--- src/rtl/riscv_pkg.sv ---
// Shared types and constants for the pipeline's unified memory arbiter.
// Consumers: unified_mem_arbiter and arb_timeout_counter.
package riscv_pkg;

    localparam int DEF_ADDR_W = 32;
    localparam int DEF_DATA_W = 32;

    // Byte-enable pattern for full-word accesses (always used by fetches).
    localparam logic [3:0] BE_FULL = 4'hF;

    typedef enum logic [1:0] {
        IDLE   = 2'd0,
        BUS_IF = 2'd1,
        BUS_DM = 2'd2,
        RESP   = 2'd3
    } arb_state_t;

    // GNT_IF encodes as 0, so a cleared last-grant register favours dm first.
    typedef enum logic {
        GNT_IF = 1'b0,
        GNT_DM = 1'b1
    } grant_t;

endpackage

--- src/rtl/arb_timeout_counter.sv ---
// Counts the cycles spent waiting for bus_ack and flags expiry on the last allowed cycle.
// Width is derived from TIMEOUT_CYCLES (legal range 2..255).
module arb_timeout_counter #(
    parameter int TIMEOUT_CYCLES = 64
) (
    input  logic clock,
    input  logic reset,
    input  logic clear_i,
    input  logic enable_i,
    output logic expired_o
);

    localparam int CNT_W = $clog2(TIMEOUT_CYCLES);
    localparam logic [CNT_W-1:0] LAST_CNT = CNT_W'(TIMEOUT_CYCLES - 1);

    logic [CNT_W-1:0] cnt_q;
    logic [CNT_W-1:0] cnt_d;

    // Saturates at LAST_CNT so a stuck enable never wraps back to zero.
    always_comb begin
        cnt_d = cnt_q;
        if (clear_i) begin
            cnt_d = '0;
        end else if (enable_i && (cnt_q != LAST_CNT)) begin
            cnt_d = cnt_q + CNT_W'(1);
        end
    end

    always_ff @(posedge clock or negedge reset) begin
        if (!reset) begin
            cnt_q <= '0;
        end else begin
            cnt_q <= cnt_d;
        end
    end

    assign expired_o = enable_i && (cnt_q == LAST_CNT);

endmodule

--- src/rtl/unified_mem_arbiter.sv ---
// Arbitrates fetch and data-access requests onto one single-port req/ack memory bus.
// Define ARB_ROUND_ROBIN_EN for alternating grants on simultaneous requests; default is fixed dm priority.
module unified_mem_arbiter
    import riscv_pkg::*;
#(
    parameter int ADDR_W         = DEF_ADDR_W,
    parameter int DATA_W         = DEF_DATA_W,
    parameter int TIMEOUT_CYCLES = 64
) (
    input  logic              clock,
    input  logic              reset,
    input  logic              if_req,
    input  logic [ADDR_W-1:0] if_addr,
    output logic [DATA_W-1:0] if_rdata,
    output logic              if_ready,
    output logic              stall_if,
    input  logic              dm_req,
    input  logic              dm_we,
    input  logic [ADDR_W-1:0] dm_addr,
    input  logic [DATA_W-1:0] dm_wdata,
    input  logic [3:0]        dm_be,
    output logic [DATA_W-1:0] dm_rdata,
    output logic              dm_ready,
    output logic              stall_dm,
    output logic              bus_req,
    output logic              bus_we,
    output logic [ADDR_W-1:0] bus_addr,
    output logic [DATA_W-1:0] bus_wdata,
    output logic [3:0]        bus_be,
    input  logic              bus_ack,
    input  logic [DATA_W-1:0] bus_rdata,
    output logic              bus_timeout
);

    arb_state_t        state_q,       state_d;
    logic              bus_req_q,     bus_req_d;
    logic              bus_we_q,      bus_we_d;
    logic [ADDR_W-1:0] bus_addr_q,    bus_addr_d;
    logic [DATA_W-1:0] bus_wdata_q,   bus_wdata_d;
    logic [3:0]        bus_be_q,      bus_be_d;
    logic [DATA_W-1:0] if_rdata_q,    if_rdata_d;
    logic [DATA_W-1:0] dm_rdata_q,    dm_rdata_d;
    logic              if_ready_q,    if_ready_d;
    logic              dm_ready_q,    dm_ready_d;
    logic              bus_timeout_q, bus_timeout_d;
`ifdef ARB_ROUND_ROBIN_EN
    grant_t            last_grant_q,  last_grant_d;
`endif

    logic              bus_busy;
    logic              tmo_expired;
    logic              grant_any;
    grant_t            grant_sel;
    logic [DATA_W-1:0] capture_data;

    assign bus_busy = (state_q == BUS_IF) || (state_q == BUS_DM);

    arb_timeout_counter #(
        .TIMEOUT_CYCLES (TIMEOUT_CYCLES)
    ) u_timeout (
        .clock     (clock),
        .reset     (reset),
        .clear_i   (!bus_busy),
        .enable_i  (bus_busy),
        .expired_o (tmo_expired)
    );

    // dm is the older instruction; letting it win avoids deadlock when a load stalls fetch.
    always_comb begin
        grant_any = if_req || dm_req;
`ifdef ARB_ROUND_ROBIN_EN
        if (if_req && dm_req) begin
            grant_sel = (last_grant_q == GNT_DM) ? GNT_IF : GNT_DM;
        end else begin
            grant_sel = dm_req ? GNT_DM : GNT_IF;
        end
`else
        grant_sel = dm_req ? GNT_DM : GNT_IF;
`endif
    end

    // An ack beats a simultaneous timeout; an aborted access returns zero data.
    assign capture_data = bus_ack ? bus_rdata : '0;

    always_comb begin
        state_d       = state_q;
        bus_req_d     = bus_req_q;
        bus_we_d      = bus_we_q;
        bus_addr_d    = bus_addr_q;
        bus_wdata_d   = bus_wdata_q;
        bus_be_d      = bus_be_q;
        if_rdata_d    = if_rdata_q;
        dm_rdata_d    = dm_rdata_q;
        if_ready_d    = 1'b0;
        dm_ready_d    = 1'b0;
        bus_timeout_d = bus_timeout_q;
`ifdef ARB_ROUND_ROBIN_EN
        last_grant_d  = last_grant_q;
`endif

        case (state_q)
            IDLE: begin
                if (grant_any) begin
                    bus_req_d = 1'b1;
`ifdef ARB_ROUND_ROBIN_EN
                    last_grant_d = grant_sel;
`endif
                    if (grant_sel == GNT_DM) begin
                        bus_we_d    = dm_we;
                        bus_addr_d  = dm_addr;
                        bus_wdata_d = dm_wdata;
                        bus_be_d    = dm_be;
                        state_d     = BUS_DM;
                    end else begin
                        bus_we_d    = 1'b0;
                        bus_addr_d  = if_addr;
                        bus_wdata_d = '0;
                        bus_be_d    = BE_FULL;
                        state_d     = BUS_IF;
                    end
                end
            end

            BUS_IF, BUS_DM: begin
                if (bus_ack || tmo_expired) begin
                    bus_req_d = 1'b0;
                    state_d   = RESP;
                    if (!bus_ack) begin
                        bus_timeout_d = 1'b1;
                    end
                    if (state_q == BUS_IF) begin
                        if_rdata_d = capture_data;
                        if_ready_d = 1'b1;
                    end else begin
                        if (!bus_we_q) begin
                            dm_rdata_d = capture_data;
                        end
                        dm_ready_d = 1'b1;
                    end
                end
            end

            // One bubble so a request still held at the ready pulse is not served twice.
            RESP: begin
                state_d = IDLE;
            end

            default: begin
                state_d   = IDLE;
                bus_req_d = 1'b0;
            end
        endcase
    end

    always_ff @(posedge clock or negedge reset) begin
        if (!reset) begin
            state_q       <= IDLE;
            bus_req_q     <= 1'b0;
            bus_we_q      <= 1'b0;
            bus_addr_q    <= '0;
            bus_wdata_q   <= '0;
            bus_be_q      <= 4'h0;
            if_rdata_q    <= '0;
            dm_rdata_q    <= '0;
            if_ready_q    <= 1'b0;
            dm_ready_q    <= 1'b0;
            bus_timeout_q <= 1'b0;
`ifdef ARB_ROUND_ROBIN_EN
            last_grant_q  <= GNT_IF;
`endif
        end else begin
            state_q       <= state_d;
            bus_req_q     <= bus_req_d;
            bus_we_q      <= bus_we_d;
            bus_addr_q    <= bus_addr_d;
            bus_wdata_q   <= bus_wdata_d;
            bus_be_q      <= bus_be_d;
            if_rdata_q    <= if_rdata_d;
            dm_rdata_q    <= dm_rdata_d;
            if_ready_q    <= if_ready_d;
            dm_ready_q    <= dm_ready_d;
            bus_timeout_q <= bus_timeout_d;
`ifdef ARB_ROUND_ROBIN_EN
            last_grant_q  <= last_grant_d;
`endif
        end
    end

    assign bus_req     = bus_req_q;
    assign bus_we      = bus_we_q;
    assign bus_addr    = bus_addr_q;
    assign bus_wdata   = bus_wdata_q;
    assign bus_be      = bus_be_q;
    assign if_rdata    = if_rdata_q;
    assign dm_rdata    = dm_rdata_q;
    assign if_ready    = if_ready_q;
    assign dm_ready    = dm_ready_q;
    assign bus_timeout = bus_timeout_q;

    assign stall_if = if_req && !if_ready_q;
    assign stall_dm = dm_req && !dm_ready_q;

endmodule
--- config.mk ---
export PLATFORM = sky130hd
export DESIGN_NAME = unified_mem_arbiter
export DESIGN_NICKNAME = d
export VERILOG_FILES = /design/src/rtl/riscv_pkg.sv /design/src/rtl/arb_timeout_counter.sv /design/src/rtl/unified_mem_arbiter.sv
export SDC_FILE = /design/constraint.sdc
export NUM_CORES = 1
export LEC_CHECK = 0
export ABC_AREA = 1
export BUFFER_PORTS_ARGS = -buffer_cell sky130_fd_sc_hd__buf_2
export CAP_MARGIN = 20
export CORE_MARGIN = 5
export CORE_UTILIZATION = 47
export DETAILED_ROUTE_END_ITERATION = 16
export PLACE_DENSITY = 0.8
export SYNTH_ARGS = -nofsm -noshare
export SYNTH_HDL_FRONTEND = slang
export SYNTH_HIERARCHICAL = 1
export SYNTH_SLANG_ARGS = --single-unit
--- constraint.sdc ---
create_clock -name clock -period 2.58 [get_ports clock]
set_input_delay 0.516 -clock clock [delete_from_list [all_inputs] [get_ports clock]]
set_output_delay 0.516 -clock clock [all_outputs]
set_load 0.03 [all_outputs]
== After elaboration in Yosys (flattened, before gate mapping) ==
Cells that the tools add are included.
Word-level totals
  output and inout bits: 139
  register bits: 145
  logic and storage cells: 63
  input port bits: 138
Operators by class
  muxes and demuxes: 21
  eq/ne operators: 8
  add/subtract/negate cells: 1
  bitwise logic cells: 3
  reductions and logical operators: 18
Operators with widths (count)
  32-bit 2-to-1 mux: 3
  6-bit 2-to-1 mux: 2
  1-bit 2-to-1 mux: 10
  3-bit AND reduction: 3
  6-bit by 1-bit adder with 6-bit output, second input constant: 1
  6-bit equality test, second input constant: 1
  2-bit 2-to-1 mux: 3
  2-bit != test, second input constant: 3
  6-bit != test, second input constant: 1
  2-bit one-hot mux with 3 select lines: 1
  2-bit equality test, second input constant: 2
  1-bit logical AND: 4
  4-bit 2-to-1 mux: 1
  2-bit AND reduction: 2
  4-bit AND reduction: 1
  1-bit logical OR: 3
  1-bit inverter: 3
  2-bit by 1-bit equality test with 1-bit output, second input constant: 1
  1-bit zero test: 2
  2-bit zero test: 1
  1-bit one-hot mux with 2 select lines: 1
  2-bit nonzero test: 1
  2-bit OR reduction: 1

== Longest topological paths before layout ==
  depth after elaboration: 6
  depth in mapped cells: 12
  mapped depth without buffers: 11

== Hierarchy ==
Netlist, hierarchy kept.
Modules (own cells, without submodules)
  unified_mem_arbiter: times used 1, sequential area each 3478.3 um^2, area an instance 5774.3 um^2, cells an instance 622
  arb_timeout_counter: times used 1, sequential area each 150.1 um^2, area an instance 404.1 um^2, cells an instance 54

== Least setup slack after synthesis ==
No wires, ideal clock.
  path type: input-to-output
  start: input dm_req
  end: output stall_dm
  stages: 4
  data required time: 2.064 ns
  data arrival time: 1.397 ns
  slack: 0.667 ns
  path buffers: 2
  path through: buf_4 clkinv_1 buf_2 nor2_1
Between the ends
  cells in the longest elaborated chain, start to end: 1
Ends and longest elaborated chain
  from (decl): line unified_mem_arbiter.sv:17  | input logic dm_req,
  1-bit logical AND: line unified_mem_arbiter.sv:201  | assign stall_dm = dm_req && !dm_ready_q;
  to (decl): line unified_mem_arbiter.sv:24  | output logic stall_dm,
Every way passes these cells.

== Final worst setup path ==
  start: register state_q[0]
  end: register if_rdata_q[2], in the netlist if_rdata[2]
Between the ends
  cells in the longest elaborated chain, start to end: 5
  elaborated cells between the ends (all ways): 7
  those cells by class: 2 x eq/ne; 5 x reduce/logical
Ends and longest elaborated chain
  from (decl): line unified_mem_arbiter.sv:35  | arb_state_t state_q, state_d;
  from (signal assigned): line unified_mem_arbiter.sv:172  | state_q <= state_d;
  2-bit by 1-bit equality test with 1-bit output / 2-bit equality test (equally long branches): line unified_mem_arbiter.sv:56  | assign bus_busy = (state_q == BUS_IF) || (state_q == BUS_DM);
  1-bit logical OR *: line unified_mem_arbiter.sv:56
  via bus_busy: line unified_mem_arbiter.sv:50  | logic bus_busy;
  1-bit logical AND *: line arb_timeout_counter.sv:37  | assign expired_o = enable_i && (cnt_q == LAST_CNT);
  via tmo_expired: line unified_mem_arbiter.sv:51  | logic tmo_expired;
  1-bit logical OR *: line unified_mem_arbiter.sv:125  | if (bus_ack || tmo_expired) begin
  3-bit AND reduction (no source line) *
  to (signal assigned): line unified_mem_arbiter.sv:178  | if_rdata_q <= if_rdata_d;
  to (decl): line unified_mem_arbiter.sv:41  | logic [DATA_W-1:0] if_rdata_q, if_rdata_d;
Mark *: on every way through the listed nets, which the timed path passes. The rest lies on a longest branch.
A chain may end at the register's enable or synchronous reset.

==> impl_metrics.yaml <==
place:
  place_ws_ns: 0.3590
  hpwl_um: 12030
  gp_congestion: 0.8612
  port_buffers: 276
floorplan:
  start_util_pct: 48.37
  ios: 277
  core_sq_um: 12770
  dieArea_sq_um: 15540
  rows: 41
  die_y_um: 124.7
  die_w_um: 124.7
global_routing:
  grt_pass1_wl_um: 26850
  first_global_vias: 5377
  track_usage_pct: 21.43
  grt_max_degree: 146
  antenna_found_initial: 1
  gr-total-overflow: 0
route:
  via_per_inst: 4.885
  drtIter0Drc: 408
  dr.pass1.iters: 6
  drc: 0
  wl_um: 16870
  avgRoutedWirePerCell_um: 14.94
  vias: 5515
  antenna_left: 0
outcome:
  outcome: "finished clean"
critical_path:
  cp_slowest_cell: "ha_1"
  crit_chain: "inv_1 -> ha_1 -> inv_1 -> nor2_1 -> nor2_4 -> nor2_4 -> nand2_2 -> buf_4 -> nand2_1 -> o21ai_1"
  path_max_fanout: 64
  path_class: "flip-flop to flip-flop"
  critPathLaunchType: "flip-flop"
  cp_num_buf_inv: 3
  end_kind: "flip-flop"
  cp_top_family: "simple AND/OR/NAND/NOR gates"
  max_stage_delay_ns: 0.51
  crit_arrival_ns: 2.51
  worstPathRequired_ns: 2.86
timing:
  slew_violations: 0
  grt_setup_unrepaired: "no"
  fin_crit_ns: 2.232
  worstMarginPinSlew_ns: 0.7482
  fmax_mhz: 448.0
  max-slew-margin-rel_pct: 50.12
  fin_skew_ns: 0.01168
  setup_tns_ns: 0
  hold_viol: 0
  min_period_over_period_pct: 86.52
  layout_setup_ws_ns: 0.3478
  hold_ws_ns: 0.2083
  setup_viol: 0
finish:
  drive_above_1_share_pct: 38.18
  fin_nets: 1085
  syn2layout_area_growth_pct: 32.50
synthesis:
  synth_top_flop_cell: "dfrtp_1"
  synth_top_cell_area_share_pct: 58.73
  synth-edff-count: 0
  synth_common_cells: "nand2_1 (285), dfrtp_1 (145), o21ai_1 (35)"
  async_flop_share_pct: 100.0
  yosysTopAreaCell: "dfrtp_1"
  ys_seq_area_share_pct: 58.73
  syn_nets: 818
  synthCells: 676
  synth_most_common_cell: "nand2_1"
  synth.area.top_cells: "dfrtp_1 (59%), nand2_1 (17%), o211ai_1 (3.9%)"
  yosysWarnings: 6
  syn_avg_cell_area_sq_um: 9.140
  ys_ff_latch: 145
  ys_types: 28
  synth_area_sq_um: 6178
clock_network:
  cts.clk_slew.worst_paths_ns: 0.06
  cts_hold_buf: 0
  cts-resized-gates: 0
  root_buffer: "clkbuf_16"
  clk_latency_ns: 0.42
  cts-buffers-inserted: 17
  htree_levels: 4
  cts_setup_buffers: 0
  clkSinkCount: 145
  cts_tree: "done"
  cts.path.max_buffers: 2
run:
  drv_cap: 0
pwr:
  leakage_nw: 4.572
  ir_drop_v: 0.0008723
  cellPowerDensity_nw_per_um2: 1385
hold_path:
  hp-class: "primary input to asynchronous set/reset pin"
-- worst register-to-register path, cell delays in order, from the launching register on --
cell     delay (ns)
dfrtp_1        0.37
inv_1          0.08
ha_1           0.51
inv_1          0.08
nor2_1         0.28
nor2_4         0.07
nor2_4         0.11
nand2_2        0.06
buf_4          0.30
nand2_1        0.18
o21ai_1        0.07
-- sequential cells by signal, indices dropped and copies added, names as in the netlist, 2 cells and up --
name and count:
bus_addr 32, dm_rdata 32, if_rdata 32, state_q 2, u_timeout/cnt_q 6, bus_wdata 32, bus_be 4
-- final timing paths --
| check | start | end | slack, ns | cells after the start |
|---|---|---|---|---|
| max in group asynchronous | reset | bus_wdata[9]$_DFFE_PN0P_ | 1.83 | 2 |
| min in group clock | dm_wdata[7] | bus_wdata[7]$_DFFE_PN0P_ | 0.31 | 3 |
| hold reg to reg | bus_wdata[29]$_DFFE_PN0P_ | bus_wdata[29]$_DFFE_PN0P_ | 0.46 | 2 |
| setup reg to reg | state_q[0]$_DFFE_PN0P_ | if_rdata[2]$_DFFE_PN0P_ | 0.35 | 10 |
| hold / removal | reset | bus_wdata[1]$_DFFE_PN0P_ | 0.21 | 2 |
| setup / recovery | state_q[0]$_DFFE_PN0P_ | if_rdata[2]$_DFFE_PN0P_ | 0.35 | 10 |
-- layout make-up --
cell class / count / area, sq um
diodes: 1 / 2.502
clock buffers: 21 / 470.5
clock inverters: 11 / 107.6
fillers: 1048 / 4587
inverters: 21 / 80.08
multi-input cells: 472 / 2195
flip-flops and latches: 145 / 3628
well taps: 172 / 215.2
repair buffers: 286 / 1488
-- cells by family (layout without fill, tap and decap cells) --
group	count (synthesis)	count (layout)	share of synthesized area (%)
AND/OR/NAND/NOR	366	366	25.07
flip-flops	145	145	58.73
other	0	1	0
adder cells (fa/ha/maj)	4	4	0.8101
buffers and inverters	59	339	5.751
AO/OA/AOI/OAI	102	102	9.640
-- metrics by stage --
| stage | cell area, sq um | total power [mW] | cells | util, % |
|---|---|---|---|---|
| 2_1_floorplan | 6178 | 7.495 | 676 | - |
| 3_3_place_gp | 7586 | 8.898 | 1095 | 59.39 |
| 3_5_place_dp | 7586 | 9.027 | 1095 | 59.39 |
| 4_1_cts | 8164 | 11.42 | 1127 | 63.91 |
| 5_1_grt | 8187 | 12.04 | 1129 | 64.09 |
| 6_report | 8187 | 11.34 | 1129 | 64.09 |
-- report_power, final --
part           leakage, nW  switching, mW  total [mW]  internal (mW)
Clock                0.279          0.940        2.35           1.41
Combinational         2.44           3.81        5.25           1.45
Sequential            1.85          0.499        3.73           3.24
-- layer usage --
metal | track usage [%] | wire (um) | share of wire (%)
met1 | 26.08 | 6765 | 40
met2 | 35.91 | 8428 | 50
met3 | 6.218 | 1268 | 7.5
met4 | 8.511 | 408 | 2.4
met5 | 0 | 0 | 0
-- cell usage in the layout (no fill, tap or decap), types with 2 or more instances in the layout --
cell	instances
buf_12	2
buf_2	275
buf_4	8
clkbuf_16	17
clkbuf_8	3
clkinv_1	2
clkinv_2	3
clkinv_4	6
clkinvlp_4	2
dfrtp_1	145
ha_1	4
inv_1	15
inv_2	3
nand2_1	285
nand2_2	3
nand2_4	2
nand3_1	9
nor2_1	25
nor2_4	5
nor3_1	2
o211ai_1	32
o21ai_0	32
o21ai_1	35
or2_2	32
No activity file was read; power rests on OpenSTA's default activity.
